==> src/rtl/sine_pkg.sv <==
// Shared types and default widths for the quarter-wave sine sequencer.
package sine_pkg;

    localparam int ADRS_W_DEF = 9;
    localparam int DIFF_W_DEF = 16;
    localparam int ACC_W_DEF  = 18;

    typedef enum logic [2:0] {
        ST_IDLE,
        ST_Q0,
        ST_Q1,
        ST_Q2,
        ST_Q3
    } state_e;

    typedef enum logic [1:0] {
        QUAD_0 = 2'd0,
        QUAD_1 = 2'd1,
        QUAD_2 = 2'd2,
        QUAD_3 = 2'd3
    } quad_e;

endpackage

==> src/rtl/sine_seq_if.sv <==
// Control, ROM and sample signals between the sequencer and its neighbours.
interface sine_seq_if
    import sine_pkg::*;
#(
    parameter int ADRS_W = ADRS_W_DEF,
    parameter int DIFF_W = DIFF_W_DEF,
    parameter int ACC_W  = ACC_W_DEF
);
    logic                     start;
    logic                     stop;
    logic                     tick;
    logic [ADRS_W-1:0]        rom_adrs;
    logic [DIFF_W-1:0]        rom_diff;
    logic signed [ACC_W-1:0]  sample;
    logic                     sample_vld;
    logic [1:0]               quadrant;
    logic                     busy;
    logic                     done;
    logic [15:0]              period_cnt;

    // master: host, tick source and ROM side
    modport master (
        output start, stop, tick, rom_diff,
        input  rom_adrs, sample, sample_vld, quadrant, busy, done, period_cnt
    );

    modport slave (
        input  start, stop, tick, rom_diff,
        output rom_adrs, sample, sample_vld, quadrant, busy, done, period_cnt
    );

endinterface

==> src/rtl/sine_seq.sv <==
// Walks a quarter-wave difference ROM forward/backward per quadrant and
// integrates the differences into a signed full-period sine, one step per tick.
module sine_seq
    import sine_pkg::*;
#(
    parameter int ADRS_W = ADRS_W_DEF,
    parameter int DIFF_W = DIFF_W_DEF,
    parameter int ACC_W  = ACC_W_DEF
) (
    input  logic      clk,
    input  logic      rst,
    sine_seq_if.slave bus
);

    localparam logic [ADRS_W-1:0] ADRS_MAX = '1;

    state_e                  state_q;
    quad_e                   quad_q;
    logic [ADRS_W-1:0]       adrs_q;
    logic signed [ACC_W-1:0] acc_q;
    logic                    vld_q;
    logic                    done_q;
    logic                    stop_pend_q;
    logic [15:0]             period_q;

    logic signed [ACC_W-1:0] diff_ext;
    logic signed [ACC_W-1:0] acc_inc_d;
    logic signed [ACC_W-1:0] acc_dec_d;
    logic                    adrs_at_max;
    logic                    adrs_at_zero;

    // ROM difference is unsigned: zero-extend before the signed add/subtract
    always_comb begin
        diff_ext     = signed'(ACC_W'(bus.rom_diff));
        acc_inc_d    = acc_q + diff_ext;
        acc_dec_d    = acc_q - diff_ext;
        adrs_at_max  = (adrs_q == ADRS_MAX);
        adrs_at_zero = (adrs_q == '0);
    end

    always_ff @(posedge clk) begin
        if (rst) begin
            state_q     <= ST_IDLE;
            quad_q      <= QUAD_0;
            adrs_q      <= '0;
            acc_q       <= '0;
            vld_q       <= 1'b0;
            done_q      <= 1'b0;
            stop_pend_q <= 1'b0;
            period_q    <= '0;
        end else begin
            vld_q  <= 1'b0;
            done_q <= 1'b0;
            if (state_q == ST_IDLE) begin
                if (bus.start) begin
                    state_q     <= ST_Q0;
                    quad_q      <= QUAD_0;
                    adrs_q      <= '0;
                    acc_q       <= '0;
                    period_q    <= '0;
                    stop_pend_q <= 1'b0;
                end
            end else begin
                if (bus.stop) begin
                    stop_pend_q <= 1'b1;
                end
                if (bus.tick) begin
                    vld_q <= 1'b1;
                    // The endpoint address is replayed on entry to the next
                    // quadrant, so the walk mirrors and acc closes at zero.
                    unique case (state_q)
                        ST_Q0: begin
                            acc_q <= acc_inc_d;
                            if (adrs_at_max) begin
                                state_q <= ST_Q1;
                                quad_q  <= QUAD_1;
                            end else begin
                                adrs_q <= adrs_q + ADRS_W'(1);
                            end
                        end
                        ST_Q1: begin
                            acc_q <= acc_dec_d;
                            if (adrs_at_zero) begin
                                state_q <= ST_Q2;
                                quad_q  <= QUAD_2;
                            end else begin
                                adrs_q <= adrs_q - ADRS_W'(1);
                            end
                        end
                        ST_Q2: begin
                            acc_q <= acc_dec_d;
                            if (adrs_at_max) begin
                                state_q <= ST_Q3;
                                quad_q  <= QUAD_3;
                            end else begin
                                adrs_q <= adrs_q + ADRS_W'(1);
                            end
                        end
                        ST_Q3: begin
                            acc_q <= acc_inc_d;
                            if (adrs_at_zero) begin
                                period_q <= period_q + 16'd1;
                                quad_q   <= QUAD_0;
                                if (stop_pend_q || bus.stop) begin
                                    state_q     <= ST_IDLE;
                                    done_q      <= 1'b1;
                                    stop_pend_q <= 1'b0;
                                end else begin
                                    state_q <= ST_Q0;
                                end
                            end else begin
                                adrs_q <= adrs_q - ADRS_W'(1);
                            end
                        end
                        default: begin
                            state_q <= ST_IDLE;
                        end
                    endcase
                end
            end
        end
    end

    assign bus.rom_adrs   = adrs_q;
    assign bus.sample     = acc_q;
    assign bus.sample_vld = vld_q;
    assign bus.quadrant   = quad_q;
    assign bus.busy       = (state_q != ST_IDLE);
    assign bus.done       = done_q;
    assign bus.period_cnt = period_q;

endmodule

==> src/flat_wrapper.sv <==
// flat-port wrapper written by rule: the top's interface ports become plain ports
module sine_seq_flat import sine_pkg::*;
#(
    parameter int ADRS_W = ADRS_W_DEF,
    parameter int DIFF_W = DIFF_W_DEF,
    parameter int ACC_W  = ACC_W_DEF
)
  (clk, rst, bus_start, bus_stop, bus_tick, bus_rom_diff, bus_rom_adrs, bus_sample, bus_sample_vld, bus_quadrant, bus_busy, bus_done, bus_period_cnt);
  sine_seq_if #(.ADRS_W(ADRS_W), .DIFF_W(DIFF_W), .ACC_W(ACC_W)) bus_i ();
  input  logic clk;
  input  logic rst;
  input wire logic [$bits(bus_i.start)-1:0] bus_start;
  input wire logic [$bits(bus_i.stop)-1:0] bus_stop;
  input wire logic [$bits(bus_i.tick)-1:0] bus_tick;
  input wire logic [$bits(bus_i.rom_diff)-1:0] bus_rom_diff;
  output wire logic [$bits(bus_i.rom_adrs)-1:0] bus_rom_adrs;
  output wire logic [$bits(bus_i.sample)-1:0] bus_sample;
  output wire logic [$bits(bus_i.sample_vld)-1:0] bus_sample_vld;
  output wire logic [$bits(bus_i.quadrant)-1:0] bus_quadrant;
  output wire logic [$bits(bus_i.busy)-1:0] bus_busy;
  output wire logic [$bits(bus_i.done)-1:0] bus_done;
  output wire logic [$bits(bus_i.period_cnt)-1:0] bus_period_cnt;
  assign bus_i.start = bus_start;
  assign bus_i.stop = bus_stop;
  assign bus_i.tick = bus_tick;
  assign bus_i.rom_diff = bus_rom_diff;
  assign bus_rom_adrs = bus_i.rom_adrs;
  assign bus_sample = bus_i.sample;
  assign bus_sample_vld = bus_i.sample_vld;
  assign bus_quadrant = bus_i.quadrant;
  assign bus_busy = bus_i.busy;
  assign bus_done = bus_i.done;
  assign bus_period_cnt = bus_i.period_cnt;
  sine_seq #(.ADRS_W(ADRS_W), .DIFF_W(DIFF_W), .ACC_W(ACC_W)) u_core (.clk(clk), .rst(rst), .bus(bus_i));
endmodule
==> config.mk <==
export PLATFORM = sky130hd
export DESIGN_NAME = sine_seq_flat
export DESIGN_NICKNAME = d
export VERILOG_FILES = /design/src/rtl/sine_pkg.sv /design/src/rtl/sine_seq_if.sv /design/src/rtl/sine_seq.sv /design/src/flat_wrapper.sv
export SDC_FILE = /design/constraint.sdc
export NUM_CORES = 1
export LEC_CHECK = 0
export BUFFER_PORTS_ARGS = -buffer_cell sky130_fd_sc_hd__buf_2
export CAP_MARGIN = 0
export CORE_MARGIN = 10
export CORE_UTILIZATION = 54
export CTS_CLUSTER_DIAMETER = 200
export CTS_CLUSTER_SIZE = 10
export DETAILED_ROUTE_END_ITERATION = 12
export GPL_TIMING_DRIVEN = 0
export PLACE_DENSITY = 0.78
export REMOVE_ABC_BUFFERS = 1
export SETUP_SLACK_MARGIN = 0.05
export SYNTH_ARGS = -nofsm -noshare
export SYNTH_HDL_FRONTEND = slang
export SYNTH_SLANG_ARGS = --single-unit
export TNS_END_PERCENT = 10
==> constraint.sdc <==
create_clock -name clk -period 5.7 [get_ports clk]
set_input_delay 0.285 -clock clk [delete_from_list [all_inputs] [get_ports clk]]
set_output_delay 0.285 -clock clk [all_outputs]
set_load 0.05 [all_outputs]
==> out/results.txt <==
status = finished clean
Core ar. = 6386 um^2
first-pass GRT wire length = 14.30 mm
Syn-to-layout area delta = 13.07%
sequential fraction of the synthesis area = 28.74%
Worst Setup Path Type = flop to flop
Yosys top cell by area = dfxtp_1
Worst setup SP type = flop
CP max stage cell = dfxtp_1
Top Family by Delay on Critical Path = compound AO/OA/AOI/OAI gates
top cell type's share of synthesized area = 28.74%
max incr delay on CP = 650 ps
CTS Hold Bufs = 0
via count = 3371
Die Ht = 101.1 um
CP required = 5900 ps
WL met2 = 4.143 mm
critical path data arrival time = 4290 ps
metal3 WL = 498 um
Hold Path Class = input port to flop
nets@finish = 543
synthesis-stage register bit count = 51
asr flop ratio synth = 0%
crit path cell chain = xor2_1 > nor2b_1 > nor2_1 > xor2_1 > ha_1 > a21o_1 > a21o_1 > a2111oi_0 > o21bai_1 > a31oi_1 > o21ai_0 > nand4b_1 > o211ai_1
Die W = 101.1 um
final setup TNS = 0 ps
most common cell after layout, fill and taps aside = buf_2
post-route met1 wirelength = 3.850 mm
DRT Pass-1 Iters = 4
RD Place Congestion = 0.8795
CTS Root Cell = clkbuf_8
overall power = 0.0008966 W
clock skew = 3.790 ps
Site Rows = 29
Avg WL per Cell = 15.13 um
worst skew pair latency = 310 ps
Peak supply drop = 0.1314 mV
die area = 10220 um^2
# IOs = 69
Worst-Margin Slew = 1124 ps
post-placement cell count = 564
CTS tree = built
sum of routed wire length over all layers = 8.657 mm
largest net degree at the start of global routing = 30
most frequent cells in the layout = 68 x buf_2, 59 x nor2_1, 51 x dfxtp_1
kind of end point of the critical path = flop
Clock Tree Buf Depth = 2
post-CTS setup buffers = 0
Tmin final = 4098 ps
layout cells sized above 1 = 18.38%
Setup Viol. Count Final = 0
Crit Path Max Fanout = 16
Fin. Hold Viols = 0
GRT overflow = 0
Max H-tree Level = 2
maxcap violations = 0
Sink Count = 51
max_slew headroom = 24.79%
drt initial violations = 113
CTS-repair resized insts = 0
Cells after Synth = 437
Clock transition at path regs = 100 ps
Most used DFF post-synth = dfxtp_1
syn avg cell area = 8.129 um^2
number of enable flip-flop cells after synthesis = 0
port buffer count = 68
buffers and inverters on the worst path = 0
total CTS buffers = 5
initial core utilization = 55.62%
final period utilization = 71.90%
Area contributors post-synth = dfxtp_1 29%, ha_1 9.2%, xor2_1 6.4%, nor2_1 6.2%, xnor2_1 5.4%
Max Transition Viols Final = 0
leakage power total = 1.912 nW
Yosys warnings = 0
Netlist Area Pre-Place = 3552 um^2
DP HPWL = 6.579 mm
fin cells = 572
fmax = 0.2440 GHz
Final ANT Viol Nets = 0
# diodes = 0
initial antenna violation count = 0
vias in the first global route = 3207
vias per cell = 5.893
hold slack = 243.5 ps
power per standard cell area = 223.2 nW/um^2
Total Routing Usage GR = 16.40%
RSZ-0062 raised after global routing = no
DRC errors left = 0
top layer in use = met4
post-synthesis cell type count = 59
[cells in the mapped netlist (all sizes together) (3+ instances only)]
cell type	count
nor2	60
dfxtp	51
a21oi	35
nand2	27
ha	26
xor2	26
xnor2	22
nand3	19
a21o	16
clkbuf	14
o21ai	14
nor3	12
inv	10
nor2b	10
a22o	9
a22oi	8
and3	6
or3	6
nand2b	5
o31ai	5
a211oi	4
buf	4
mux2i	4
nand4	4
nor4	4
a31oi	3
and4	3
o211ai	3
o21a	3
or4	3
[power breakdown]
| group | leakage [nW] | internal (W) | switching, W |
|---|---|---|---|
| registers | 0.413 | 0.000369 | 0.0000122 |
| logic | 1.45 | 0.000102 | 0.000184 |
| clock network | 0.0467 | 0.0000913 | 0.000137 |
| total | 1.91 | 0.000563 | 0.000334 |
[metrics by stage]
| stage | area, um^2 | worst slack [ps] | util [%] |
|---|---|---|---|
| 2_1_floorplan | 3478 | 2395 | - |
| 3_3_place_gp | 3915 | 1803 | 61.30 |
| 3_5_place_dp | 3915 | 1726 | 61.30 |
| 4_1_cts | 4011 | 1661 | 62.81 |
| 5_1_grt | 4016 | 1320 | 62.89 |
| 6_report | 4016 | 1602 | 62.89 |
[sequential cells by signal (all words and copies together) (netlist names)]
register / flops
u_core.bus.done: 1
u_core.bus.period_cnt: 16
u_core.bus.quadrant: 2
u_core.bus.rom_adrs: 9
u_core.bus.sample: 18
u_core.bus.sample_vld: 1
u_core.state_q: 3
u_core.stop_pend_q: 1
[kinds of logic (layout without fill, tap and decap cells)]
kind of cell | after synthesis | after routing | share of synthesized area, %
buffers and inverters | 28 | 86 | 3.135
adder cells (fa/ha/maj) | 28 | 28 | 10.29
flip-flops | 51 | 51 | 28.74
AND/OR/NAND/NOR | 166 | 166 | 23.95
XOR/XNOR | 48 | 48 | 11.84
multiplexers | 5 | 5 | 1.444
AO/OA/AOI/OAI | 111 | 111 | 20.61
[path summary, 6_finish.rpt]
check                                     startpoint                    end  slack [ps]  cells past startpoint
worst min register to register  u_core.bus.sample[0]   u_core.bus.sample[0]         480                      2
worst max-delay path               u_core.state_q[2]  u_core.bus.sample[16]        1600                     13
worst min-delay path                        bus_stop        u_core.bus.done         240                      3
worst max register to register     u_core.state_q[2]  u_core.bus.sample[16]        1600                     13
[metal layers]
layer	up-vias	GRT usage [%]
met5	-	0
met2	77	27.25
met1	1597	20.20
met4	0	5.681
li1	1684	-
met3	13	3.909
[cell type report]
type	instances	area [um^2]
clock buffers	5	68.82
clock inverters	3	27.53
fillers	591	2370
inverters	10	37.54
multi-input cells	358	2425
flip-flops and latches	51	1021
well taps	77	96.34
repair buffers	68	340.3
[tightest hold or removal path: stages]
cell     delay [ps]
buf_2           100
o21ai_0          70
nor2_1           70
Power figures use the tool's default switching activity.
